### config.mk
export PLATFORM = sky130hd
export DESIGN_NAME = alu_seq_core
export DESIGN_NICKNAME = d
export VERILOG_FILES = /design/src/rtl/alu_seq_core.sv
export SDC_FILE = /design/constraint.sdc
export NUM_CORES = 1
export LEC_CHECK = 0
export BUFFER_PORTS_ARGS = -buffer_cell sky130_fd_sc_hd__buf_2
export CELL_PAD_IN_SITES_DETAIL_PLACEMENT = 1
export CELL_PAD_IN_SITES_GLOBAL_PLACEMENT = 2
export CORE_MARGIN = 8
export CORE_UTILIZATION = 32
export CTS_CLUSTER_DIAMETER = 30
export CTS_CLUSTER_SIZE = 28
export DETAILED_ROUTE_END_ITERATION = 12
export PLACE_DENSITY = 0.84
export SLEW_MARGIN = 20
export SYNTH_ARGS = -nofsm -noshare
export SYNTH_HDL_FRONTEND = slang
export SYNTH_SLANG_ARGS = --single-unit
export TNS_END_PERCENT = 10
### constraint.sdc
create_clock -name clk -period 4 [get_ports clk]
set_clock_uncertainty 0.05 [all_clocks]
set_input_delay 0.2 -clock clk [delete_from_list [all_inputs] [get_ports clk]]
set_output_delay 0.2 -clock clk [all_outputs]
set_load 0.05 [all_outputs]
### src/rtl/alu_seq_core.sv
// alu_seq_core: registered ALU with valid/ready handshake; shifts/rotates step one bit per clock.
// Define ALU_BARREL_EN to replace the iterative shifter with a single-cycle barrel shifter.
module alu_seq_core #(
    parameter int WIDTH = 20,
    parameter int SHW   = $clog2(WIDTH)
) (
    input  logic             clk,
    input  logic             rst_n,
    input  logic             in_valid,
    output logic             in_ready,
    input  logic [3:0]       op,
    input  logic [WIDTH-1:0] a,
    input  logic [WIDTH-1:0] b,
    input  logic             carry_in,
    output logic             out_valid,
    input  logic             out_ready,
    output logic [WIDTH-1:0] result,
    output logic             zero,
    output logic             carry,
    output logic             neg,
    output logic             ovf
);

    typedef enum logic [3:0] {
        OP_NOT  = 4'd0,  OP_AND  = 4'd1,  OP_OR   = 4'd2,  OP_XOR  = 4'd3,
        OP_SHR  = 4'd4,  OP_SHL  = 4'd5,  OP_ROR  = 4'd6,  OP_ROL  = 4'd7,
        OP_SWAP = 4'd8,  OP_INC  = 4'd9,  OP_DEC  = 4'd10, OP_ADD  = 4'd11,
        OP_ADDC = 4'd12, OP_SUB  = 4'd13, OP_SUBC = 4'd14, OP_CMP  = 4'd15
    } op_e;

`ifdef ALU_BARREL_EN
    typedef enum logic [0:0] { S_IDLE = 1'b0, S_DONE = 1'b1 } state_e;
`else
    typedef enum logic [1:0] { S_IDLE = 2'd0, S_EXEC = 2'd1, S_DONE = 2'd2 } state_e;
`endif

    localparam int             MSB       = WIDTH - 1;
    localparam logic [SHW:0]   WIDTH_CNT = (SHW + 1)'(WIDTH);
    localparam logic [WIDTH:0] ONE_EXT   = (WIDTH + 1)'(1);

    state_e           state;
    state_e           state_nxt;
    logic             accept;
    logic [SHW:0]     amt;
    logic [SHW:0]     shift_steps;
    logic [SHW:0]     rot_steps;
    logic [WIDTH-1:0] comb_result;
    logic [WIDTH-1:0] flag_src;
    logic             comb_zero;
    logic             comb_carry;
    logic             comb_neg;
    logic             comb_ovf;
    logic [WIDTH:0]   arith;
    logic [WIDTH:0]   cin_ext;

`ifdef ALU_BARREL_EN
    logic [WIDTH:0]     sh_ext;
    logic [2*WIDTH-1:0] sh_wide;
`else
    localparam logic [SHW:0] CNT_ONE = (SHW + 1)'(1);

    logic             is_shift;
    logic             go_exec;
    logic [SHW:0]     steps;
    logic [SHW:0]     count;
    logic [1:0]       shift_op;
    logic [WIDTH-1:0] step_val;
    logic             step_out;
`endif

    assign accept  = in_valid && in_ready;
    assign cin_ext = {{WIDTH{1'b0}}, carry_in};

    // Shifts saturate at WIDTH; rotates wrap. amt < 2*WIDTH, so one conditional subtract suffices.
    assign amt         = {1'b0, b[SHW-1:0]};
    assign shift_steps = (amt >= WIDTH_CNT) ? WIDTH_CNT : amt;
    assign rot_steps   = (amt >= WIDTH_CNT) ? (amt - WIDTH_CNT) : amt;

    always_comb begin
        comb_result = a;
        comb_carry  = 1'b0;
        comb_ovf    = 1'b0;
        arith       = '0;
`ifdef ALU_BARREL_EN
        sh_ext      = '0;
        sh_wide     = '0;
`endif
        unique case (op)
            OP_NOT:  comb_result = ~a;
            OP_AND:  comb_result = a & b;
            OP_OR:   comb_result = a | b;
            OP_XOR:  comb_result = a ^ b;
`ifdef ALU_BARREL_EN
            OP_SHR: begin
                sh_ext      = {a, 1'b0} >> shift_steps;
                comb_result = sh_ext[WIDTH:1];
                comb_carry  = sh_ext[0];
            end
            OP_SHL: begin
                sh_ext      = {1'b0, a} << shift_steps;
                comb_result = sh_ext[WIDTH-1:0];
                comb_carry  = sh_ext[WIDTH];
            end
            OP_ROR: begin
                sh_wide     = {a, a} >> rot_steps;
                comb_result = sh_wide[WIDTH-1:0];
            end
            OP_ROL: begin
                sh_wide     = {a, a} << rot_steps;
                comb_result = sh_wide[2*WIDTH-1:WIDTH];
            end
`else
            OP_SHR, OP_SHL, OP_ROR, OP_ROL: comb_result = a;
`endif
            OP_SWAP: comb_result = {a[WIDTH/2-1:0], a[WIDTH-1:WIDTH/2]};
            OP_INC: begin
                arith       = {1'b0, a} + ONE_EXT;
                comb_result = arith[WIDTH-1:0];
                comb_carry  = arith[WIDTH];
                comb_ovf    = ~a[MSB] & arith[MSB];
            end
            OP_DEC: begin
                arith       = {1'b0, a} - ONE_EXT;
                comb_result = arith[WIDTH-1:0];
                comb_carry  = arith[WIDTH];
                comb_ovf    = a[MSB] & ~arith[MSB];
            end
            OP_ADD, OP_ADDC: begin
                arith       = {1'b0, a} + {1'b0, b} + ((op == OP_ADDC) ? cin_ext : '0);
                comb_result = arith[WIDTH-1:0];
                comb_carry  = arith[WIDTH];
                comb_ovf    = (a[MSB] == b[MSB]) && (arith[MSB] != a[MSB]);
            end
            OP_SUB, OP_SUBC, OP_CMP: begin
                // Compare reuses the subtractor but keeps a as the visible result.
                arith       = {1'b0, a} - {1'b0, b} - ((op == OP_SUBC) ? cin_ext : '0);
                comb_result = (op == OP_CMP) ? a : arith[WIDTH-1:0];
                comb_carry  = arith[WIDTH];
                comb_ovf    = (a[MSB] != b[MSB]) && (arith[MSB] != a[MSB]);
            end
        endcase
        flag_src  = (op == OP_CMP) ? arith[WIDTH-1:0] : comb_result;
        comb_zero = (flag_src == '0);
        comb_neg  = flag_src[MSB];
    end

`ifndef ALU_BARREL_EN
    assign is_shift = (op[3:2] == 2'b01);
    assign steps    = op[1] ? rot_steps : shift_steps;
    assign go_exec  = is_shift && (steps != '0);

    // One-bit shift of the working value; shift_op[1] selects rotate, shift_op[0] selects left.
    always_comb begin
        step_val = result;
        step_out = 1'b0;
        case (shift_op)
            2'b00: begin
                step_val = {1'b0, result[WIDTH-1:1]};
                step_out = result[0];
            end
            2'b01: begin
                step_val = {result[WIDTH-2:0], 1'b0};
                step_out = result[MSB];
            end
            2'b10:   step_val = {result[0], result[WIDTH-1:1]};
            default: step_val = {result[WIDTH-2:0], result[MSB]};
        endcase
    end
`endif

    always_ff @(posedge clk) begin
        if (!rst_n) begin
            state <= S_IDLE;
        end else begin
            state <= state_nxt;
        end
    end

    always_comb begin
        state_nxt = state;
        in_ready  = 1'b0;
        out_valid = 1'b0;
        case (state)
            S_IDLE: begin
                in_ready = 1'b1;
                if (in_valid) begin
`ifdef ALU_BARREL_EN
                    state_nxt = S_DONE;
`else
                    state_nxt = go_exec ? S_EXEC : S_DONE;
`endif
                end
            end
`ifndef ALU_BARREL_EN
            S_EXEC: begin
                if (count == CNT_ONE) begin
                    state_nxt = S_DONE;
                end
            end
`endif
            S_DONE: begin
                out_valid = 1'b1;
                if (out_ready) begin
                    state_nxt = S_IDLE;
                end
            end
            default: state_nxt = S_IDLE;
        endcase
    end

    // The result register doubles as the shift working register while in EXEC.
    always_ff @(posedge clk) begin
        if (!rst_n) begin
            result   <= '0;
            zero     <= 1'b0;
            carry    <= 1'b0;
            neg      <= 1'b0;
            ovf      <= 1'b0;
`ifndef ALU_BARREL_EN
            count    <= '0;
            shift_op <= '0;
`endif
        end else if (accept) begin
            result   <= comb_result;
            zero     <= comb_zero;
            carry    <= comb_carry;
            neg      <= comb_neg;
            ovf      <= comb_ovf;
`ifndef ALU_BARREL_EN
            count    <= go_exec ? steps : '0;
            shift_op <= op[1:0];
`endif
        end
`ifndef ALU_BARREL_EN
        else if (state == S_EXEC) begin
            result <= step_val;
            carry  <= step_out;
            count  <= count - CNT_ONE;
            if (count == CNT_ONE) begin
                zero <= (step_val == '0);
                neg  <= step_val[MSB];
            end
        end
`endif
    end

endmodule

==> impl_metrics.py <==
metrics = {
    "yosys": {
        "ys_warn_count": 0,
        "postSynthCellCount": 1103,
        "yosys-top-cells-count": "nand2_1, ha_1, a21oi_1, inv_1, nor2_1",
        "ys.flop_type": "dfxtp_1",
        "synth_top_cells_by_area": "ha_1, dfxtp_1, a21oi_1, nand2_1, xnor2_1",
        "synth-edff-count": 0,
        "synth-seq-cells": 34,
        "synth.yosys.seq_area_share_pct": 8.84,
        "synth_nets": 1244,
        "async_flop_share_pct": 0,
        "synth_top_area_share_pct": 14.3,
        "synth_top_area_cell": "ha_1",
        "netlist-cell-type-count": 84,
        "synthMostInstantiatedCell": "nand2_1",
        "syn_avg_cell_area_sq_um": 6.98,
        "syn_area_sq_um": 7700,
    },
    "timing": {
        "timing.hold.ws_ns": 0.234,
        "fin_ws_ns": -0.00880,
        "max_slew_margin_pct": 45.5,
        "hold_viol_final": 0,
        "rsz0062_at_grt": "yes",
        "maxSlewViolCount": 0,
        "period_needed_ns": 4.01,
        "setup_viol": 1,
        "fmax_mhz": 249,
        "post-route-period-util_pct": 100,
        "final.setup.tns_ns": -0.00880,
        "tightest_slew_ns": 0.818,
    },
    "drt": {
        "routed_wl_mm": 37.8,
        "first_pass_iters": 5,
        "post_drt_via_cell_ratio": 6.17,
        "drt_iter0_markers": 1014,
        "wl_per_cell_um": 24.5,
        "drc_errors": 0,
        "drtAntennaViolNets": 0,
        "num_vias": 9508,
    },
    "layout": {
        "stdcell_count": 1540,
        "ff_latch_area_sq_um": 681,
        "multi_input_area_sq_um": 6460,
        "nFillCells": 3039,
        "final_layout_size_suffix_gt1_share_pct": 18.8,
        "finalCoreUtilization_pct": 39.3,
        "finalInstanceArea_sq_um": 9260,
        "nets": 1362,
        "area_growth_pct": 20.3,
        "antenna-diode-count": 0,
    },
    "critical_path": {
        "max_stage_delay_ns": 0.51,
        "cp_cell_sequence": "buf_2 > nor2b_2 > nand3_1 > fa_1 > inv_1 > ha_1 > nor2_2 > fa_2 > nor3b_4 > nor2_1 > o221a_2 > a221o_1 > a221o_1 > a21oi_2 > xor2_1 > o2111a_1 > a31oi_1 > o41ai_2",
        "worstPathMaxFanout": 3,
        "critical_path_required_ns": 4.13,
        "crit_path_frequent_cell": "a221o_1",
        "slowest_stage": "fa_1",
        "crit_type": "in2reg",
        "worstPathArrival_ns": 4.14,
        "cp-end-kind": "register",
        "start_kind": "input port",
    },
    "placed_design": {
        "place.detailed.hpwl_mm": 29.6,
        "gp_congestion": 0.968,
        "post-place-ws_ns": -0.297,
        "io_buffers": 74,
        "place_inst": 1533,
        "place_area_sq_um": 9070,
    },
    "die": {
        "fp.dieW_um": 171,
        "core_sq_um": 23500,
        "ios": 75,
        "dieArea_sq_um": 29300,
        "die-height_um": 171,
        "rows": 56,
        "start_util_pct": 32.7,
    },
    "cts": {
        "cts_root_buf": "clkbuf_16",
        "cts.reportedPaths.clkPinSlew_ns": 0.06,
        "h-tree-depth": 2,
        "cts_buffers": 5,
        "cts_hold_buffers": 0,
        "cts.path.max_buffers": 2,
        "clock-sinks": 34,
        "insertion_delay_ns": 0.28,
        "cts_tree": "done",
    },
    "global_routing": {
        "antenna_found_initial": 0,
        "grt_pass1_wl_mm": 57.3,
        "grt_pass1_vias": 9580,
        "gr-total-overflow": 0,
        "grt_usage_pct": 25.1,
        "grt_max_degree": 59,
    },
    "pwr": {
        "p_sw_mw": 1.12,
        "internal-power_mw": 1.25,
        "leakage_nw": 3.84,
        "p_comb_share_pct": 63.3,
        "clkPwrFrac_pct": 19.3,
        "cellPowerDensity_nw_per_um2": 256,
        "power_mw": 2.37,
        "pwr-share-seq_pct": 17.4,
        "sw_frac_of_total_pct": 47.2,
        "ir_drop_uv": 199,
    },
    "hold_path": {
        "hp-class": "in2reg",
    },
    "run": {
        "maxCapViolations": 0,
    },
    "outcome": {
        "status": "complete, but fails checks",
        "violations": "negative setup slack",
    },
}
[what timing repair did]
item | 4_1_cts | 5_1_grt
resized for setup | 2 | 2
setup endpoints to repair | 1 | 3
setup buffers | 0 | 0
pin swaps | 3 | 0
[worst paths after layout]
check	to	cells after the start	slack, ns	startpoint
worst max-delay path	zero	18	-0.009	op[1]
worst max register to register	zero	7	1.11	shift_op[0]
worst min-delay path	state[1]	3	0.23	out_ready
worst min register to register	shift_op[1]	2	0.46	shift_op[1]
[flip-flops by register name, summed over array words and instances (netlist names)]
signal and count:
result 20, count 6, shift_op 2, state 2, carry 1, neg 1, ovf 1, zero 1
[critical path, delay by kind of cell]
family                   cells  cell delay [ns]
AND/OR/NAND/NOR              5             0.69
AO/OA/AOI/OAI                7             1.92
adder cells (fa/ha/maj)      3             0.96
buffers and inverters        2             0.15
XOR/XNOR                     1             0.21
[kinds of logic after synthesis]
logic type,count (synthesis),synth area share (%)
buffers and inverters,157,8.03
multiplexers,33,4.34
flip-flops,34,8.84
XOR/XNOR,52,5.91
AO/OA/AOI/OAI,345,30.9
AND/OR/NAND/NOR,389,26.5
adder cells (fa/ha/maj),93,15.5
[cells in the final DEF, fill, tap and decap left out, drive strengths merged, types with 7 or more instances in the layout]
master and instances:
buf 192, nand2 107, ha 88, a21oi 81, inv 73, nor2 71
o21ai 59, xnor2 41, nand3 40, dfxtp 34, mux2i 30, nor2b 27
and2 22, nand4 21, a221oi 21, a211oi 20, nor4 19, o221ai 17
nor3 17, o22ai 15, a22oi 14, a21o 13, a31oi 12, xor2 11
nor3b 11, o21a 9, o211ai 9, nand2b 8, a32oi 8, and3 8
or4 8, nand3b 7, a221o 7, a21boi 7
[metal layers]
| metal | part of all wire [%] | up-vias | GRT usage [%] |
|---|---|---|---|
| met1 | 43 | 4678 | 32.9 |
| met3 | 7.4 | 80 | 3.07 |
| li1 | - | 4307 | - |
| met5 | 0 | - | 0 |
| met4 | 3.2 | 0 | 8.32 |
| met2 | 46 | 443 | 41.8 |
[power by group through the flow]
stage / Clock, mW / Combinational [mW] / Sequential (mW)
2_1_floorplan: 0 / 0.828 / 0.484
3_3_place_gp: 0 / 1.44 / 0.417
3_5_place_dp: 0 / 1.46 / 0.417
4_1_cts: 0.460 / 1.47 / 0.410
5_1_grt: 0.476 / 1.60 / 0.415
6_report: 0.457 / 1.50 / 0.412
[layout make-up]
type                            count  share of cell area [%]
Multi-Input combinational cell    912                    69.7
Timing Repair Buffer              192                    13.7
Sequential cell                    34                    7.35
Tap cell                          319                    4.31
Inverter                           76                    3.08
Clock buffer                        6                    1.50
Clock inverter                      1                   0.324
Note: power is estimated with default switching activity, not from simulation.
